===== src/rtl/seq_divider.sv =====
// Sequential unsigned restoring divider: one quotient bit per clock behind a
// start/busy/done handshake. Result registers hold until the next completion.
module seq_divider #(
  parameter int WIDTH = 4
) (
  input  logic             clk,
  input  logic             rst_n,
  input  logic             start,
  input  logic [WIDTH-1:0] dividend,
  input  logic [WIDTH-1:0] divisor,
  output logic             busy,
  output logic             done,
  output logic [WIDTH-1:0] quotient,
  output logic [WIDTH-1:0] remainder,
  output logic             div_by_zero
);
  localparam int CW = $clog2(WIDTH + 1);

  typedef enum logic [1:0] {IDLE, RUN, DONE} state_t;

  state_t           r_state;
  logic [WIDTH:0]   r_rem;
  logic [WIDTH-1:0] r_q;
  logic [WIDTH-1:0] r_div;
  logic [CW-1:0]    r_cnt;
  logic             r_busy;
  logic             r_done;
  logic [WIDTH-1:0] r_quot;
  logic [WIDTH-1:0] r_remo;
  logic             r_dz;

  logic [WIDTH:0]   w_rp;
  logic             w_ge;
  logic [WIDTH:0]   w_rnext;
  logic [WIDTH-1:0] w_qnext;

  // One restoring step: shift in the next dividend bit, subtract when it fits.
  assign w_rp    = {r_rem[WIDTH-1:0], r_q[WIDTH-1]};
  assign w_ge    = (w_rp >= {1'b0, r_div});
  assign w_rnext = w_ge ? (w_rp - {1'b0, r_div}) : w_rp;
  assign w_qnext = {r_q[WIDTH-2:0], w_ge};

  always_ff @(posedge clk or negedge rst_n) begin
    if (!rst_n) begin
      r_state <= IDLE;
      r_rem   <= '0;
      r_q     <= '0;
      r_div   <= '0;
      r_cnt   <= '0;
      r_busy  <= 1'b0;
      r_done  <= 1'b0;
      r_quot  <= '0;
      r_remo  <= '0;
      r_dz    <= 1'b0;
    end else begin
      case (r_state)
        IDLE: begin
          r_done <= 1'b0;
          if (start) begin
            r_div <= divisor;
            if (divisor != '0) begin
              r_rem   <= '0;
              r_q     <= dividend;
              r_cnt   <= CW'(WIDTH);
              r_busy  <= 1'b1;
              r_state <= RUN;
            end else begin
              r_quot  <= '1;
              r_remo  <= dividend;
              r_dz    <= 1'b1;
              r_done  <= 1'b1;
              r_state <= DONE;
            end
          end
        end
        RUN: begin
          r_rem <= w_rnext;
          r_q   <= w_qnext;
          r_cnt <= r_cnt - 1'b1;
          if (r_cnt == CW'(1)) begin
            // Flag is cleared here, not at start, so all results stay stable while busy.
            r_quot  <= w_qnext;
            r_remo  <= w_rnext[WIDTH-1:0];
            r_dz    <= 1'b0;
            r_busy  <= 1'b0;
            r_done  <= 1'b1;
            r_state <= DONE;
          end
        end
        DONE: begin
          r_done  <= 1'b0;
          r_state <= IDLE;
        end
        default: r_state <= IDLE;
      endcase
    end
  end

  assign busy        = r_busy;
  assign done        = r_done;
  assign quotient    = r_quot;
  assign remainder   = r_remo;
  assign div_by_zero = r_dz;
endmodule


===== config.mk =====
export PLATFORM = sky130hd
export DESIGN_NAME = seq_divider
export DESIGN_NICKNAME = d
export VERILOG_FILES = /design/src/rtl/seq_divider.sv
export SDC_FILE = /design/constraint.sdc
export NUM_CORES = 1
export LEC_CHECK = 0
export BUFFER_PORTS_ARGS = -buffer_cell sky130_fd_sc_hd__clkbuf_2
export CORE_MARGIN = 2
export CORE_UTILIZATION = 55
export DETAILED_ROUTE_END_ITERATION = 8
export GPL_TIMING_DRIVEN = 0
export HOLD_SLACK_MARGIN = 0.05
export MAX_ROUTING_LAYER = met4
export PLACE_DENSITY = 0.77
export SYNTH_ARGS = -nofsm -noshare
export SYNTH_HDL_FRONTEND = slang
export SYNTH_SLANG_ARGS = --single-unit

===== constraint.sdc =====
create_clock -name clk -period 2.6 [get_ports clk]
set_input_delay 0.39 -clock clk [delete_from_list [all_inputs] [get_ports clk]]
set_output_delay 0.39 -clock clk [all_outputs]
set_load 0.05 [all_outputs]

# Word-level counts from Yosys, hierarchy flattened
# Cells that the tools add are included.
[totals] ff_bits=28 inputBits=11
[op_classes] n_addsub=2 n_lt_le_gt_ge=1 eq_ne=7 mux=33 n_reduce_logical=10
[op_table] operator="$mux 4" n=11
[op_table] operator="$pmux 4 s2" n=4
[op_table] operator="$mux 1" n=8
[op_table] operator="$ne 2x2->1 const B" n=4
[op_table] operator="$reduce_and 4->1" n=2
[op_table] operator="$mux 2" n=3
[op_table] operator="$mux 3" n=2
[op_table] operator="$pmux 3 s2" n=1
[op_table] operator="$reduce_and 2->1" n=3
[op_table] operator="$ge 5x4->1" n=1
[op_table] operator="$pmux 1 s2" n=2
[op_table] operator="$pmux 2 s2" n=1
[op_table] operator="$reduce_bool 4->1" n=1
[op_table] operator="$sub 4x4->4" n=1
[op_table] operator="$eq 3x1->1 const B" n=1
[op_table] operator="$pmux 1 s3" n=1
[op_table] operator="$reduce_and 3->1" n=1
[op_table] operator="$reduce_bool 3->1" n=1
[op_table] operator="$sub 3x1->3 const B" n=1
[op_table] operator="$eq 2x1->1 const B" n=1
[op_table] operator="$eq 2x2->1 const B" n=1
[op_table] operator="$logic_not 2->1" n=1
[op_table] operator="$reduce_bool 2->1" n=1

# Depth between registers and ports, before layout
[logic_depth] ltp_word=4 depth_mapped=8 depth_no_buf=7

# Worst setup path before layout
# OpenSTA, ideal clock, no wires.
[synth_timing] path_type="flip-flop to flip-flop" startpoint="register r_q[3]" endpoint="register r_remo[3], in the netlist remainder[3]" setup_ns=0.143 arrival_ns=1.815 t_required_ns=2.457 setup_slack_ns=0.642 stages_incl_launch_ff=8 path_buffers=0 path_cell_list="dfrtp_1 > inv_1 > ha_1 > or3b_2 > a21oi_1 > mux2_2 > a21oi_1 > o221ai_1"
[synth_between] elab_chain_len=4
[synth_lines] item="from (decl)" line="23" text="logic [WIDTH-1:0] r_q;"
[synth_lines] item="from (signal assigned)" line="63" text="r_q <= dividend;"
[synth_lines] item="from (signal assigned)" line="78" text="r_q <= w_qnext;"
[synth_lines] item="$sub 4x4->4 or $ge 5x4->1 (tied branches)" line="40, 39"
[synth_lines] item="$mux 4 *" line="40" text="assign w_rnext = w_ge ? (w_rp - {1'b0, r_div}) : w_rp;"
[synth_lines] item="$mux 4 *" line="80" text="if (r_cnt == CW'(1)) begin"
[synth_lines] item="$pmux 4 s2 *" line="56" text="case (r_state)"
[synth_lines] item="to (signal assigned)" line="69" text="r_remo <= dividend;"
[synth_lines] item="to (signal assigned)" line="83" text="r_remo <= w_rnext[WIDTH-1:0];"
[synth_lines] item="to (decl)" line="29" text="logic [WIDTH-1:0] r_remo;"
# Every way passes the cells marked *; elsewhere a longest branch is shown, timed or not. The select of a mux whose other input is x is not followed.
# A chain may end at the register's enable or synchronous reset.

# Worst setup path in the final report
[layout_timing] startpoint="register r_state[1]" endpoint="register r_remo[3], in the netlist remainder[3]"
[layout_between] elab_chain_len=3
[layout_lines] item="from (decl)" line="21" text="state_t r_state;"
[layout_lines] item="from (signal assigned)" line="45" text="r_state <= IDLE;"
[layout_lines] item="from (signal assigned)" line="66" text="r_state <= RUN;"
[layout_lines] item="from (signal assigned)" line="72" text="r_state <= DONE;"
[layout_lines] item="$eq 2x1->1 or $logic_not 2->1 (tied branches)" line="56"
[layout_lines] item="$ne 2x2->1 (no line) or $reduce_bool 2->1 (tied branches)"
[layout_lines] item="$reduce_and 4->1 (no line)"
# Parallel ways exist; a longest one is shown, timed or not.

==> flow_metrics.py <==
metrics = {
    "outcome": {
        "status": "finished clean",
    },
    "layout": {
        "syn2layout_area_growth_pct": 12.2,
        "instances_no_fill": 220,
        "antenna_cells": 0,
        "drive_gt1_share_pct": 23.3,
        "post-route-util_pct": 65.4,
        "design_area_mm2": 0.00180,
        "fin_nets": 211,
    },
    "detailed_routing": {
        "dr.first_iter.drc_count": 59,
        "vias": 1304,
        "avgViaCountPerCell": 5.93,
        "wl_mm": 3.25,
        "first_pass_iters": 4,
        "route.detailed.drc": 0,
        "post_drt_wl_per_cell_um": 14.8,
        "drtAntennaViolNets": 0,
    },
    "worst_setup_path": {
        "start_kind": "flip-flop",
        "arrival_ns": 2.45,
        "path_class": "reg2reg",
        "crit_chain": "inv_1, ha_1, clkbuf_1, a21boi_1, a21oi_1, nand2_1, o221ai_1",
        "critPathMaxStageDelay_ns": 0.61,
        "required_ns": 2.81,
        "crit_path_end_kind": "flip-flop",
        "cp_max_fo": 9,
        "cp_num_buf_inv": 2,
        "critical-path-top-delay-family": "compound AO/OA/AOI/OAI gates",
        "crit_slowest_cell": "a21boi_1",
    },
    "synthesis": {
        "synth_nets": 185,
        "synth-edff-count": 0,
        "yosysTopAreaCell": "dfrtp_1",
        "synthCells": 164,
        "synthTopCellsByArea": "dfrtp_1 44%, ha_1 7.0%, nand2_1 5.1%",
        "async_flop_share_pct": 100,
        "seq_area_frac_synth_pct": 43.6,
        "synth_warnings": 0,
        "avgSynthCellArea_um2": 9.80,
        "synth_common_cells": "28 x dfrtp_1, 22 x nand2_1, 13 x inv_1",
        "synth.most_common_cell": "dfrtp_1",
        "ys_ff_latch": 28,
        "syn_area_mm2": 0.00161,
        "ys_types": 41,
        "ys_dominant_reg_cell": "dfrtp_1",
        "synth_top_area_share_pct": 43.6,
    },
    "sta": {
        "layout_min_cycle_time_ns": 2.24,
        "finalWorstSetupSlack_ns": 0.358,
        "final_hold_viol_count": 0,
        "setup_tns_ns": 0,
        "grt_setup_unrepaired": "false",
        "holdWs_ns": 0.0636,
        "min_period_over_period_pct": 86.2,
        "fmax_mhz": 446,
        "fin_worst_skew_ns": 0.00287,
        "slew_headroom_pct": 54.1,
        "slew_viol_final": 0,
        "setup_viol": 0,
        "worst_slew_pin_slew_ns": 0.689,
    },
    "floorplanning": {
        "die-area_mm2": 0.00337,
        "num_rows": 19,
        "core_mm2": 0.00276,
        "dieWidth_um": 58.0,
        "boundaryPins": 22,
        "die_h_um": 58.0,
        "start_util_pct": 58.3,
    },
    "placed_design": {
        "place_area_mm2": 0.00175,
        "pre_cts_ws_ns": 0.421,
        "io_buffer_count": 21,
        "dp.cells": 216,
        "dp.final_hpwl_mm": 2.46,
        "routabilityCongestion": 0.815,
    },
    "global_routing": {
        "grt_pass1_vias": 1221,
        "antenna_found_initial": 0,
        "grtUsageTotal_pct": 21.5,
        "grt_max_degree": 29,
        "overflow": 0,
        "grt_pass1_wl_mm": 5.42,
    },
    "power_and_ir_drop": {
        "power.total_mw": 2.65,
        "leakage_nw": 0.824,
        "peakVddDrop_uv": 910,
        "power_density_mw_per_mm2": 1470,
    },
    "clock_network": {
        "cts_tree": "built",
        "cts.sinks": 28,
        "cts_made_buffers": 3,
        "cts_hold_buf": 0,
        "insertion_delay_ns": 0.33,
        "cts_resized": 0,
        "clk_pin_slew_worst_paths_ns": 0.15,
        "clockBufferDepth": 2,
        "htree_levels": 1,
        "postCtsSetupBuffers": 0,
        "cts-root-buf": "clkbuf_4",
    },
    "min_path": {
        "hp-class": "in2async",
    },
    "run": {
        "drv_cap": 0,
    },
}
state kept, by name, summed over array words and instances (netlist names):
register and flops:
busy 1, r_state 2, r_cnt 3, r_q 4
r_rem 4, quotient 4, div_by_zero 1, done 1
remainder 4, r_div 4
routing by layer:
| metal | wire length, um | global-route usage [%] | up-vias |
|---|---|---|---|
| met2 | 1580 | 34.7 | 33 |
| met5 | 0 | - | - |
| met1 | 1490 | 28.1 | 636 |
| met4 | 42 | 4.98 | 0 |
| met3 | 137 | 4.02 | 6 |
| li1 | - | - | 629 |
kinds of logic (layout without fill, tap and decap cells):
group	count (synthesis)	count (layout)	share of synthesized area [%]
AO/OA/AOI/OAI	47	47	19.7
AND/OR/NAND/NOR	46	46	14.0
flip-flops	28	28	43.6
buffers and inverters	18	43	4.28
multiplexers	14	14	9.58
adder cells (fa/ha/maj)	10	10	8.26
XOR/XNOR	1	1	0.545
final timing paths:
path                       slack, ns      endpoint   startpoint  depth (start not counted)
setup / recovery                0.36  remainder[3]   r_state[1]                          7
hold / removal                  0.06   quotient[1]        rst_n                          1
setup reg to reg                0.36  remainder[3]   r_state[1]                          7
hold reg to reg                 0.50   quotient[1]  quotient[1]                          1
max in group asynchronous       2.10      r_rem[0]        rst_n                          1
min in group clk                0.32      r_div[0]   divisor[0]                          2
final cells by class:
| class | count | area [um2] |
|---|---|---|
| plain buffers | 5 | 20.0 |
| multi-input cells | 118 | 837 |
| flip-flops and latches | 28 | 701 |
| inverters | 13 | 48.8 |
| well taps | 31 | 38.8 |
| clock buffers | 3 | 22.5 |
| repair buffers | 21 | 105 |
| fillers | 247 | 955 |
| clock inverters | 1 | 30.0 |
where the power goes:
part | switching, mW | internal, mW
Clock | 0.133 | 0.156
Sequential | 0.143 | 0.634
Combinational | 0.973 | 0.613
Total | 1.25 | 1.40
cell usage in the layout, fill, tap and decap left out, types with 2 or more instances in the layout:
| master | n |
|---|---|
| inv_1 | 13 |
| mux2_2 | 7 |
| o22a_1 | 4 |
| dfrtp_1 | 28 |
| nand2_1 | 22 |
| o21ai_1 | 3 |
| clkbuf_1 | 4 |
| ha_1 | 9 |
| clkbuf_4 | 3 |
| o21a_1 | 3 |
| nor2_1 | 8 |
| mux2i_1 | 6 |
| a21oi_1 | 11 |
| a21oi_2 | 2 |
| nand2b_1 | 4 |
| o21ai_0 | 11 |
| nand3_1 | 4 |
| clkbuf_2 | 21 |
No activity file was read; power rests on OpenSTA's default activity.
